**src/rtl/max_pkg.sv**
```systemverilog
// Shared definitions for the max datapath: frame count width, saturation value and lane compare.
// Build option MAX_TRACKER_SIGNED_EN switches every comparison to two's-complement.
package max_pkg;

    localparam int CNT_W = 16;
    localparam logic [CNT_W-1:0] CNT_SAT = {CNT_W{1'b1}};
    localparam int CMP_W = 64;

    typedef enum logic {
        ST_IDLE,
        ST_ACC
    } acc_state_e;

    // Operands are left-aligned into CMP_W bits so one function serves any WIDTH up to CMP_W.
    function automatic logic max_gt(input logic [CMP_W-1:0] a, input logic [CMP_W-1:0] b);
`ifdef MAX_TRACKER_SIGNED_EN
        return $signed(a) > $signed(b);
`else
        return a > b;
`endif
    endfunction

endpackage

```
**src/rtl/max_lane_tree.sv**
```systemverilog
// Combinational LANES-to-1 maximum with lane index; balanced pairwise tree, lowest lane wins ties.
// Signedness follows MAX_TRACKER_SIGNED_EN through max_pkg::max_gt.
module max_lane_tree
    import max_pkg::*;
#(
    parameter int WIDTH = 8,
    parameter int LANES = 4,
    localparam int IDXW = $clog2(LANES)
) (
    input  logic [LANES*WIDTH-1:0] data_i,
    output logic [WIDTH-1:0]       max_o,
    output logic [IDXW-1:0]        lane_o
);

    function automatic logic [CMP_W-1:0] align(input logic [WIDTH-1:0] x);
        return CMP_W'(x) << (CMP_W - WIDTH);
    endfunction

    genvar l, j;
    generate
        for (l = 0; l <= IDXW; l++) begin : g_lvl
            localparam int N = LANES >> l;
            logic [WIDTH-1:0] m  [N];
            logic [IDXW-1:0]  ix [N];
            for (j = 0; j < N; j++) begin : g_node
                if (l == 0) begin : g_leaf
                    assign m[j]  = data_i[j*WIDTH +: WIDTH];
                    assign ix[j] = IDXW'(j);
                end else begin : g_cmp
                    // The upper-lane child only wins on a strict greater-than.
                    logic takeHi;
                    assign takeHi = max_gt(align(g_lvl[l-1].m[2*j+1]), align(g_lvl[l-1].m[2*j]));
                    assign m[j]   = takeHi ? g_lvl[l-1].m[2*j+1]  : g_lvl[l-1].m[2*j];
                    assign ix[j]  = takeHi ? g_lvl[l-1].ix[2*j+1] : g_lvl[l-1].ix[2*j];
                end
            end
        end
    endgenerate

    assign max_o  = g_lvl[IDXW].m[0];
    assign lane_o = g_lvl[IDXW].ix[0];

endmodule

```
**src/rtl/max_tracker.sv**
```systemverilog
// Streaming frame maximum: per-beat lane reduce, then a running max/lane/count per in_last frame.
// Build option MAX_TRACKER_SIGNED_EN selects signed lane words.
module max_tracker
    import max_pkg::*;
#(
    parameter int WIDTH = 8,
    parameter int LANES = 4,
    localparam int IDXW = $clog2(LANES)
) (
    input  logic                   clk,
    input  logic                   rst_n,
    input  logic                   in_valid,
    output logic                   in_ready,
    input  logic [LANES*WIDTH-1:0] in_data,
    input  logic                   in_last,
    output logic                   out_valid,
    input  logic                   out_ready,
    output logic [WIDTH-1:0]       out_max,
    output logic [IDXW-1:0]        out_lane,
    output logic [CNT_W-1:0]       out_count
);

    function automatic logic [CMP_W-1:0] align(input logic [WIDTH-1:0] x);
        return CMP_W'(x) << (CMP_W - WIDTH);
    endfunction

    logic [WIDTH-1:0] treeMax;
    logic [IDXW-1:0]  treeLane;

    max_lane_tree #(.WIDTH(WIDTH), .LANES(LANES)) u_tree (
        .data_i (in_data),
        .max_o  (treeMax),
        .lane_o (treeLane)
    );

    logic             s1Valid_q, s1Last_q;
    logic [WIDTH-1:0] s1Max_q;
    logic [IDXW-1:0]  s1Lane_q;
    logic             outValid_q;
    logic [WIDTH-1:0] outMax_q;
    logic [IDXW-1:0]  outLane_q;
    logic [CNT_W-1:0] outCnt_q;
    logic             s1Advance, beat, emit;

    // Only a closing beat can stall, and only while an unconsumed result is still held.
    assign s1Advance = ~(s1Valid_q & s1Last_q & outValid_q & ~out_ready);
    assign in_ready  = ~s1Valid_q | s1Advance;
    assign beat      = s1Valid_q & s1Advance;

    always_ff @(posedge clk or negedge rst_n) begin
        if (!rst_n) begin
            s1Valid_q <= 1'b0;
            s1Last_q  <= 1'b0;
            s1Max_q   <= '0;
            s1Lane_q  <= '0;
        end else if (in_ready) begin
            s1Valid_q <= in_valid;
            if (in_valid) begin
                s1Last_q <= in_last;
                s1Max_q  <= treeMax;
                s1Lane_q <= treeLane;
            end
        end
    end

    acc_state_e       state_q, state_d;
    logic [WIDTH-1:0] accMax_q, accMax_d;
    logic [IDXW-1:0]  accLane_q, accLane_d;
    logic [CNT_W-1:0] accCnt_q, accCnt_d;

    always_ff @(posedge clk or negedge rst_n) begin
        if (!rst_n) begin
            state_q <= ST_IDLE;
        end else begin
            state_q <= state_d;
        end
    end

    always_comb begin
        state_d = state_q;
        case (state_q)
            ST_IDLE: if (beat && !s1Last_q) state_d = ST_ACC;
            ST_ACC:  if (beat && s1Last_q)  state_d = ST_IDLE;
            default: state_d = ST_IDLE;
        endcase
    end

    always_comb begin
        accMax_d  = accMax_q;
        accLane_d = accLane_q;
        accCnt_d  = accCnt_q;
        emit      = 1'b0;
        if (beat) begin
            emit = s1Last_q;
            if (state_q == ST_IDLE) begin
                accMax_d  = s1Max_q;
                accLane_d = s1Lane_q;
                accCnt_d  = CNT_W'(1);
            end else begin
                if (max_gt(align(s1Max_q), align(accMax_q))) begin
                    accMax_d  = s1Max_q;
                    accLane_d = s1Lane_q;
                end
                if (accCnt_q != CNT_SAT) accCnt_d = accCnt_q + CNT_W'(1);
            end
        end
    end

    always_ff @(posedge clk or negedge rst_n) begin
        if (!rst_n) begin
            accMax_q  <= '0;
            accLane_q <= '0;
            accCnt_q  <= '0;
        end else begin
            accMax_q  <= accMax_d;
            accLane_q <= accLane_d;
            accCnt_q  <= accCnt_d;
        end
    end

    // A new result may land in the same cycle the previous one is consumed.
    always_ff @(posedge clk or negedge rst_n) begin
        if (!rst_n) begin
            outValid_q <= 1'b0;
            outMax_q   <= '0;
            outLane_q  <= '0;
            outCnt_q   <= '0;
        end else if (emit) begin
            outValid_q <= 1'b1;
            outMax_q   <= accMax_d;
            outLane_q  <= accLane_d;
            outCnt_q   <= accCnt_d;
        end else if (out_ready) begin
            outValid_q <= 1'b0;
        end
    end

    assign out_valid = outValid_q;
    assign out_max   = outMax_q;
    assign out_lane  = outLane_q;
    assign out_count = outCnt_q;

endmodule
```
**config.mk**
```make
export PLATFORM = sky130hd
export DESIGN_NAME = max_tracker
export DESIGN_NICKNAME = d
export VERILOG_FILES = /design/src/rtl/max_pkg.sv /design/src/rtl/max_lane_tree.sv /design/src/rtl/max_tracker.sv
export SDC_FILE = /design/constraint.sdc
export NUM_CORES = 1
export LEC_CHECK = 0
export ABC_AREA = 1
export BUFFER_PORTS_ARGS = -buffer_cell sky130_fd_sc_hd__buf_2
export CAP_MARGIN = 5
export CORE_ASPECT_RATIO = 1.1
export CORE_MARGIN = 5
export CORE_UTILIZATION = 30
export CTS_CLUSTER_SIZE = 14
export DETAILED_ROUTE_END_ITERATION = 8
export SLEW_MARGIN = 10
export SYNTH_ARGS = -nofsm -noshare
export SYNTH_HDL_FRONTEND = slang
export SYNTH_SLANG_ARGS = --single-unit
```
**constraint.sdc**
```tcl
create_clock -name clk -period 2.44 [get_ports clk]
set_input_delay 0.122 -clock clk [delete_from_list [all_inputs] [get_ports clk]]
set_output_delay 0.122 -clock clk [all_outputs]
set_load 0.05 [all_outputs]
```
Word level (Yosys, flattened, before mapping)
Index checks and enable logic that the tools add are counted.
{"block": "word_totals", "regBits": 66, "inputBits": 37}
{"block": "classes", "n_addsub": 1, "n_lt_le_gt_ge": 4, "eq_ne": 1, "mux": 21, "bitwise_logic": 9, "n_reduce_logical": 5}
{"op": "$gt A64 B64 Y1", "count": 4}
{"op": "$mux W16", "count": 3}
{"op": "$mux W8", "count": 6}
{"op": "$add A16 B1 Y16 const B", "count": 1}
{"op": "$ne A16 B16 Y1 const B", "count": 1}
{"op": "$mux W2", "count": 4}
{"op": "$mux W1", "count": 7}
{"op": "$and A1 B1 Y1", "count": 4}
{"op": "$not A1 Y1", "count": 4}
{"op": "$logic_and A1 B1 Y1", "count": 2}
{"op": "$pmux W1 S2", "count": 1}
{"op": "$reduce_and A2 Y1", "count": 1}
{"op": "$reduce_bool A2 Y1", "count": 1}
{"op": "$logic_not A1 Y1", "count": 1}
{"op": "$or A1 B1 Y1", "count": 1}

Depth between registers and ports, before layout
Gate-level depths: netlist of run 1.
{"block": "depth", "depth_word": 8, "ltp_mapped": 24, "depth_no_buf": 24}

Cells and area by module
A second synthesis of run 1 with hierarchy kept.
{"block": "hier_totals", "cells_unflattened": 606, "hier_area_um2": 4578.1}
{"module": "max_tracker", "n_inst": 1, "cells_each": 414, "area_each_um2": 3365.7, "seq_area_each_um2": 1651.6}
{"module": "max_lane_tree", "n_inst": 1, "cells_each": 192, "area_each_um2": 1212.4, "seq_area_each_um2": 0.0}

Least setup slack after synthesis of run 1
Ideal clock, no wire load.
{"block": "synth_path", "path_type": "in2reg", "start": "input port in_data[23]", "end": "register s1Lane_q[0]", "setup_ps": 69, "arrival_time_ps": 2355, "required_time_ps": 2371, "path_slack_ps": 16, "cell_stages": 15, "cell_sequence": "inv_1 > ha_1 > nand2_1 > nor2_1 > nand4_2 > nand2_1 > nand2_1 > and2_1 > ha_1 > a21o_1 > nor2_1 > nand2_1 > a21oi_2 > nand3_1 > nand3_1"}
{"block": "synth_via", "elab_chain_len": 4, "word_cells_on_any_way": 5}
{"item": "start, declared", "line_no": "max_tracker.sv:14", "source": "input logic [LANES*WIDTH-1:0] in_data,"}
{"item": "$gt A64 B64 Y1", "line_no": "max_pkg.sv:19", "source": "return a > b;"}
{"item": "$mux W8", "line_no": "max_lane_tree.sv:33", "source": "assign m[j] = takeHi ? g_lvl[l-1].m[2*j+1] : g_lvl[l-1].m[2*j];"}
{"item": "$gt A64 B64 Y1", "line_no": "max_pkg.sv:19"}
{"item": "$mux W2 (*)", "line_no": "max_lane_tree.sv:34", "source": "assign ix[j] = takeHi ? g_lvl[l-1].ix[2*j+1] : g_lvl[l-1].ix[2*j];"}
{"item": "end signal, assigned", "line_no": "max_tracker.sv:61", "source": "s1Lane_q <= treeLane;"}
{"item": "end, declared", "line_no": "max_tracker.sv:38", "source": "logic [IDXW-1:0] s1Lane_q;"}
Mark *: on every way between the ends. The rest lies on a longest branch, timed or not.
A chain may end at the register's enable or synchronous reset.

Worst setup path in the final report of run 1
{"block": "layout_path", "start": "input port in_data[19]", "end": "register s1Lane_q[0]"}
Same word-level chain as after synthesis.

==> results of run 1 <==
==> cells by family after synthesis <==
kind of cell,Yosys count,share of synthesized area
XOR/XNOR,4,0.00811
AO/OA/AOI/OAI,27,0.0385
buffers and inverters,94,0.0935
adder cells (fa/ha/maj),33,0.0956
flip-flops,66,0.382
AND/OR/NAND/NOR,360,0.382
==> worst max-delay path by stage <==
| stage | end | depth (start not counted) | slack, ns | startpoint |
|---|---|---|---|---|
| after floorplan | s1Lane_q[0] | 15 | 0.02 | in_data[23] |
| after global placement | s1Max_q[6] | 21 | -0.16 | in_data[23] |
| after detailed placement | s1Max_q[7] | 21 | -0.22 | in_data[23] |
| after CTS | s1Max_q[7] | 21 | 0.12 | in_data[23] |
| after global routing | s1Max_q[4] | 21 | -0.006 | in_data[19] |
| final | s1Lane_q[0] | 24 | 0.22 | in_data[19] |
==> layer usage <==
layer,vias to the layer above,track usage,part of all wire
met4,0,0.0390,0.016
met1,1783,0.154,0.45
met5,-,0,0
li1,2118,-,-
met2,62,0.223,0.49
met3,9,0.0306,0.039
==> report_power, final <==
part / internal (mW) / total (mW) / switching, mW
Combinational: 0.704 / 1.96 / 1.26
Sequential: 1.40 / 1.57 / 0.169
Clock: 0.735 / 1.17 / 0.435
Total: 2.84 / 4.70 / 1.86
==> state kept, by name, summed over array words and instances, names as in the netlist, named ones only <==
name       flops
accCnt_q      16
accLane_q      2
accMax_q       8
out_count     16
out_lane       2
out_max        8
out_valid      1
s1Lane_q       2
s1Last_q       1
s1Max_q        8
s1Valid_q      1
==> cell usage after synthesis (2+ instances only) <==
cell type  instances  share of area
nand4_2            3         0.0087
a21oi_1           14          0.016
inv_1             80          0.070
nand3b_1           9          0.016
buf_4              2         0.0035
xnor2_1            2         0.0041
dfrtp_1           66           0.38
ha_1              33          0.096
inv_2              2         0.0017
buf_6              5          0.013
a21o_1             2         0.0035
buf_2              5         0.0058
o21ai_2            3         0.0061
and3_1             2         0.0029
nand3_1           67          0.078
nand3_2            3         0.0070
nor2_4             2         0.0052
nor2_1            26          0.023
and2_1            18          0.026
o21a_1             2         0.0035
nor2_2             2         0.0029
a31oi_1            2         0.0029
nand2_1          203           0.18
xor2_1             2         0.0041
nand2_2           10          0.014
nand4_1           12          0.017
==> area by class of cell <==
class / count / share of cell area
Sequential cell: 66 / 0.293
Timing Repair Buffer: 133 / 0.156
Multi-Input combinational cell: 424 / 0.406
Inverter: 82 / 0.0545
Clock inverter: 2 / 0.00222
Clock buffer: 13 / 0.0461
Tap cell: 192 / 0.0426
==> worst max-delay path: stages <==
cell      delay (ns)
buf_2           0.07
inv_1           0.04
ha_1            0.29
nand2_1         0.06
inv_1           0.07
nand2_1         0.05
nand2_1         0.05
nand2_1         0.05
nand2_2         0.12
buf_12          0.12
nand3b_1        0.09
and2_1          0.17
ha_1            0.32
nand2_1         0.08
nand2_1         0.05
nand2_1         0.05
nand2_1         0.05
nand2_1         0.05
nand2_1         0.08
nand2_1         0.09
nor2_2          0.04
buf_4           0.15
nand3_1         0.08
nand3_1         0.07
==> placed cells by master, fill, tap and decap left out, types with 3 or more instances in the layout <==
cell type and count:
nor2_2 4, o21ai_2 3, nand2_2 11, nand4_1 12
nand3_1 67, ha_1 32, nand4_2 3, a21oi_1 14
clkbuf_16 9, and2_1 18, nand2_1 201, nand3b_1 9
buf_12 3, inv_1 80, buf_4 64, nor2_1 24
dfrtp_1 66, buf_2 64, nand3_2 3
==> repair_timing <==
action / 4_1_cts / 5_1_grt
hold endpoints to repair: 30 / 0
setup buffers: 0 / 0
resized for setup: 0 / 6
hold buffers: 2 / 0
setup endpoints to repair: 0 / 10
==> per-stage QoR <==
stage / power (mW) / TNS, ns / hold WS (ns) / util
6_report: 4.70 / 0 / 0.00959 / 0.396
5_1_grt: 5.09 / -0.0119 / 0.0174 / 0.396
4_1_cts: 4.77 / 0 / 0.00722 / 0.394
3_5_place_dp: 3.57 / -1.97 / 0.214 / 0.373
3_3_place_gp: 3.53 / -1.47 / 0.203 / 0.373
2_1_floorplan: 2.97 / 0 / -0.174 / -
==> summary.txt, run 1 <==
Clock network
  – Clock tree from TritonCTS: yes
  – Insertion delay of the later-clocked pin in the worst-skew pair: 0.33 ns
  – Library cell used as clock root buffer: clkbuf_16
  – Num CTS Buffers: 9
  – Maximum clock insertion buffer count: 2
  – H-Tree Depth: 3
  – Clock transition time at the flip-flop clock pins of the worst setup and hold paths: 0.05 ns
  – Total number of clock tree sinks: 66

Min path
  – Worst hold stages: 3
  – Path category of the worst min-delay check: in -> reg
  – Launch point of the worst hold path: in_last
  – Worst min-delay path endpoint: s1Last_q

Critical path
  – Register-to-Register Setup Slack: 0.62 ns
  – R2r startpoint: s1Last_q
  – Startpoint types: primary input
  – Worst reg2reg path depth: 8
  – Kind of end point of the critical path: flop
  – Largest driver fanout on the critical path: 6
  – Kind of critical path: in -> reg
  – Crit Reg-Reg Endpoint: out_max[2]
  – Arrival time worst endpoint: 2.44 ns
  – Required time of the worst setup path: 2.65 ns

Synth
  – Syn Inst Count: 584
  – Most frequently used flop master after synthesis: dfrtp_1
  – Net count after synthesis: 654
  – Number of storage elements in the synthesis netlist: 66
  – EDFF count, synth: 0
  – Post-synthesis area per instance: 7.40 µm²
  – Synthesized area: 4320 µm²
  – Proportion of register bits with asynchronous set or reset after synthesis: 1.00
  – Sequential fraction of the synthesis area: 0.382
  – Number of warnings issued by yosys: 0
  – Count of different cell masters after synthesis: 33

Placement
  – HPWL Detailed: 8120 µm
  – Placer's final routability congestion estimate: 0.895
  – Worst slack at placement: -0.222 ns
  – Input/output buffers: 64
  – Placed standard-cell area: 5330 µm²
  – Post-Place Cells: 895

Timing
  – Final hold violations: 0
  – Post-route setup slack: 0.219 ns
  – Slew HR: 0.542
  – Number of setup violations in the final report: 0
  – Time the worst path needs with I/O delays and setup: 2.22 ns
  – Max Transition Viols Final: 0
  – Final Skew: 0.00564 ns
  – Worst-margin pin slew: 0.686 ns
  – Upper clock frequency limit: 450 MHz
  – Final worst path period share: 0.910

Floorplan
  – Die Outline Area: 16900 µm²
  – Initial core utilization: 0.303
  – Floorplan die width: 124 µm
  – Cell Rows: 46
  – Die extent in y: 136 µm
  – Core area: 14300 µm²
  – Number of ports placed on the die boundary: 65

GRT
  – Largest net degree at the start of global routing: 38
  – Total global routing overflow: 0
  – Number of antenna violations at the first check in global routing: 0
  – Wire length of the first global-routing pass: 17800 µm
  – Total routing usage reported by global routing: 0.127
  – Number of global-route vias before repair: 3897

Layout
  – Layout overhead on the synthesized area: 30.7%
  – Fill cell count: 1592
  – Number of antenna cells inserted: 0
  – Area of combinational cells with multiple inputs: 2290 µm²
  – Final net count: 786
  – Register Area: 1650 µm²
  – Layout cell share with drive strength beyond 1: 0.247
  – Count of placed standard cells in the final layout, fillers left out: 912
  – Non-Filler Cell Area, Final: 5650 µm²

Drt
  – Total wire length: 10300 µm
  – DR pass1 iterations: 4
  – Post-route DRC: 0
  – Antenna Violating Nets Remaining: 0
  – Mean number of vias per cell: 4.36
  – Violation count after the first detailed-routing iteration: 141
  – Routed wire length per instance: 11.3 µm
  – Via count of the routed design: 3972

Power
  – IR Drop Worst-Case VDD: 0.298 mV
  – Pwr/cell area: 832 nW/µm²
  – P_leak: 3.16 nW

Flow run
  – Number of maximum-capacitance constraint violations: 0

Run status
  – Status: finished clean
Note: power is estimated with default switching activity, not from simulation.
==> run 2, diff against run 1 <==
--- a/config.mk
+++ b/config.mk
@@ -10,10 +10,11 @@
 export CAP_MARGIN = 5
 export CORE_ASPECT_RATIO = 1.1
 export CORE_MARGIN = 5
-export CORE_UTILIZATION = 30
+export CORE_UTILIZATION = 43
 export CTS_CLUSTER_SIZE = 14
 export DETAILED_ROUTE_END_ITERATION = 8
 export SLEW_MARGIN = 10
 export SYNTH_ARGS = -nofsm -noshare
 export SYNTH_HDL_FRONTEND = slang
+export SYNTH_HIERARCHICAL = 1
 export SYNTH_SLANG_ARGS = --single-unit
==> constraint.sdc (replaced) <==
create_clock -name clk -period 2.44 [get_ports clk]
set_input_delay 0.61 -clock clk [delete_from_list [all_inputs] [get_ports clk]]
set_output_delay 0.61 -clock clk [all_outputs]
set_load 0.05 [all_outputs]
==> summary.txt, run 2 <==
Run status
  – Status: complete, but fails checks (was finished clean)
  – Failing checks: negative setup slack

Layout
  – Final core area utilization: 0.641 (was 0.396)
  – Count of placed standard cells in the final layout, fillers left out: 910 (was 912)
  – Register Area: 1650 µm² (unchanged)
  – Fill cell count: 869 (was 1592)
  – Non-Filler Cell Area, Final: 6670 µm² (was 5650 µm²)
  – Layout overhead on the synthesized area: 45.6% (was 30.7%)
  – Area of combinational cells with multiple inputs: 3070 µm² (was 2290 µm²)
  – Leading cell types in the layout, fill and taps excluded: 151 x nand2_1, 82 x buf_4, 73 x inv_1 (was 201 x nand2_1, 80 x inv_1, 67 x nand3_1)
  – Number of antenna cells inserted: 0 (unchanged)
  – Layout cell share with drive strength beyond 1: 0.425 (was 0.247)
  – Most common library cell in the layout ignoring fill and taps: nand2_1 (unchanged)
  – Final net count: 832 (was 786)

Synth
  – Number of storage elements in the synthesis netlist: 66 (unchanged)
  – Most common cell in the synthesized netlist: nand2_1 (unchanged)
  – Proportion of register bits with asynchronous set or reset after synthesis: 1.00 (unchanged)
  – Synthesized area: 4580 µm² (was 4320 µm²)
  – Post-synthesis area per instance: 7.55 µm² (was 7.40 µm²)
  – Net count after synthesis: 676 (was 654)
  – Syn Inst Count: 606 (was 584)
  – Top area cells in the synthesized netlist: dfrtp_1 36%, nand2_1 14%, ha_1 9.0% (was dfrtp_1 38%, nand2_1 18%, ha_1 9.6%)
  – Most frequently used flop master after synthesis: dfrtp_1 (unchanged)
  – EDFF count, synth: 0 (unchanged)
  – Number of warnings issued by yosys: 6 (was 0)
  – Sequential fraction of the synthesis area: 0.361 (was 0.382)
  – Count of different cell masters after synthesis: 34 (was 33)
  – Portion of synthesized cell area occupied by the leading cell type: 0.361 (was 0.382)
  – Most frequent cells after synthesis: 167 x nand2_1, 84 x inv_1, 68 x nand3_1, 66 x dfrtp_1, 35 x nor2_1 (was 203 x nand2_1, 80 x inv_1, 67 x nand3_1, 66 x dfrtp_1, 33 x ha_1)
  – Most area-hungry cell type in the Yosys netlist: dfrtp_1 (unchanged)

Floorplan
  – Floorplan die width: 108 µm (was 124 µm)
  – Die Outline Area: 12800 µm² (was 16900 µm²)
  – Number of ports placed on the die boundary: 65 (unchanged)
  – Initial core utilization: 0.440 (was 0.303)
  – Core area: 10400 µm² (was 14300 µm²)
  – Cell Rows: 39 (was 46)
  – Die extent in y: 118 µm (was 136 µm)

GRT
  – Met1 track demand over resource: 0.234 (was 0.154)
  – Wire length of the first global-routing pass: 20500 µm (was 17800 µm)
  – Number of antenna violations at the first check in global routing: 0 (unchanged)
  – Total global routing overflow: 0 (unchanged)
  – Largest net degree at the start of global routing: 67 (was 38)
  – Met3 GRT Util: 0.0360 (was 0.0306)
  – Global route hottest layer: met2 (unchanged)
  – Number of global-route vias before repair: 4500 (was 3897)
  – Total routing usage reported by global routing: 0.196 (was 0.127)
  – M2 GR Usage: 0.348 (was 0.223)

Critical path
  – Crit Reg-Reg Endpoint: accLane_q[1] (was out_max[2])
  – Startpoint types: primary input (unchanged)
  – R2r startpoint: s1Max_q[7] (was s1Last_q)
  – Kind of critical path: in -> reg (unchanged)
  – Kind of end point of the critical path: flop (unchanged)
  – Largest driver fanout on the critical path: 7 (was 6)
  – Critical path startpoint: in_data[30] (was in_data[19])
  – Required time of the worst setup path: 2.69 ns (was 2.65 ns)
  – Register-to-Register Setup Slack: 0.61 ns (was 0.62 ns)
  – Arrival time worst endpoint: 3.14 ns (was 2.44 ns)
  – Crit path to: s1Lane_q[0] (unchanged)
  – Worst reg2reg path depth: 9 (was 8)

Timing
  – Post-route setup slack: -0.457 ns (was 0.219 ns)
  – RSZ-0062 raised after global routing: true
  – Time the worst path needs with I/O delays and setup: 2.90 ns (was 2.22 ns)
  – Worst-margin pin slew: 0.477 ns (was 0.686 ns)
  – Final hold violations: 0 (unchanged)
  – Final worst path period share: 1.19 (was 0.910)
  – Slew HR: 0.681 (was 0.542)
  – Upper clock frequency limit: 345 MHz (was 450 MHz)
  – Max Transition Viols Final: 0 (unchanged)
  – Final Skew: 0.00497 ns (was 0.00564 ns)
  – Number of setup violations in the final report: 10 (was 0)

Drt
  – Routed wire length per instance: 14.1 µm (was 11.3 µm)
  – Post-route DRC: 0 (unchanged)
  – DR pass1 iterations: 4 (unchanged)
  – Violation count after the first detailed-routing iteration: 171 (was 141)
  – Mean number of vias per cell: 4.89 (was 4.36)
  – Total wire length: 12800 µm (was 10300 µm)
  – Antenna Violating Nets Remaining: 0 (unchanged)
  – Via count of the routed design: 4449 (was 3972)

Placement
  – HPWL Detailed: 8880 µm (was 8120 µm)
  – Worst slack at placement: -0.760 ns (was -0.222 ns)
  – Input/output buffers: 64 (unchanged)
  – Placed standard-cell area: 5650 µm² (was 5330 µm²)
  – Placer's final routability congestion estimate: 0.915 (was 0.895)
  – Post-Place Cells: 871 (was 895)

Clock network
  – Clock tree from TritonCTS: yes (unchanged)
  – Total number of clock tree sinks: 66 (unchanged)
  – Clock transition time at the flip-flop clock pins of the worst setup and hold paths: 0.06 ns (was 0.05 ns)
  – Insertion delay of the later-clocked pin in the worst-skew pair: 0.33 ns (about the same)
  – # hold bufs at CTS: 0 (was 2)
  – Maximum clock insertion buffer count: 2 (unchanged)
  – H-Tree Depth: 3 (unchanged)
  – Num CTS Buffers: 9 (unchanged)
  – Library cell used as clock root buffer: clkbuf_16 (unchanged)

Power
  – Final total power: 5.37 mW (was 4.70 mW)
  – P_leak: 3.55 nW (was 3.16 nW)
  – Pwr/cell area: 806 nW/µm² (was 832 nW/µm²)
  – IR Drop Worst-Case VDD: 0.735 mV (was 0.298 mV)

Flow run
  – Number of maximum-capacitance constraint violations: 0 (unchanged)

Min path
  – Path category of the worst min-delay check: in -> async (was in -> reg)
## run 2: how the worst min path moves through the flow
stage / slack, ns / to / depth (start not counted)
floorplan: 0.31 / asynchronous set/reset pin / 0
global placement: 0.46 / out_max[6] / 2
detailed placement: 0.46 / out_count[9] / 2
CTS: 0.30 / out_count[9] / 2
global route: 0.33 / out_count[9] / 2
finish: 0.29 / out_count[8] / 2
## run 2: critical path, stage by stage
cell	delay [ns]
buf_4	0.13
ha_4	0.26
nand2_4	0.06
nor2_4	0.15
nand4_4	0.23
nand2_8	0.19
nand2_4	0.06
and2_4	0.14
ha_4	0.27
nand2_4	0.05
nor2_4	0.11
nand4_1	0.21
nand2_8	0.21
buf_8	0.14
nand3_2	0.07
o21ai_2	0.07
nor2_1	0.05
a21oi_1	0.12
## run 2: power by group
| part | switching (mW) | internal (mW) | total [mW] |
|---|---|---|---|
| clock | 0.458 | 0.783 | 1.24 |
| combinational | 1.59 | 0.960 | 2.55 |
| sequential | 0.181 | 1.39 | 1.58 |
| total | 2.23 | 3.14 | 5.37 |
## run 2: area by class of cell
type                    count  area share
clock buffers              10      0.0344
clock inverters             6     0.00864
inverters                  94      0.0552
multi-input cells         438       0.460
flip-flops and latches     66       0.248
well taps                 143      0.0268
repair buffers            152       0.166
repair inverters            1    0.000939
## run 2: what timing repair did
action	4_1_cts	5_1_grt
gates resized for setup	71	35
setup endpoints to repair	10	10
setup buffers	10	7
pin swaps	23	32
gates cloned	5	1
## run 2: routing by layer
metal	vias to the layer above	routed length [µm]
met4	0	310
met2	88	6780
li1	2237	-
met1	2093	5350
met5	-	0
met3	31	354
## run 2: logic make-up after synthesis
family / Yosys count / share of synthesized area
adder cells (fa/ha/maj): 33 / 0.0902
flip-flops: 66 / 0.361
AND/OR/NAND/NOR: 361 / 0.397
AO/OA/AOI/OAI: 35 / 0.0443
buffers and inverters: 106 / 0.0981
XOR/XNOR: 4 / 0.00765
multiplexers: 1 / 0.00246
## run 2: metrics by stage
step / hold WS, ns / setup TNS [ns]
after CTS: 0.303 / -2.49
after global placement: 0.459 / -6.37
final: 0.286 / -4.03
after global routing: 0.333 / -5.08
after detailed placement: 0.462 / -7.01
after floorplan: 0.314 / -2.95
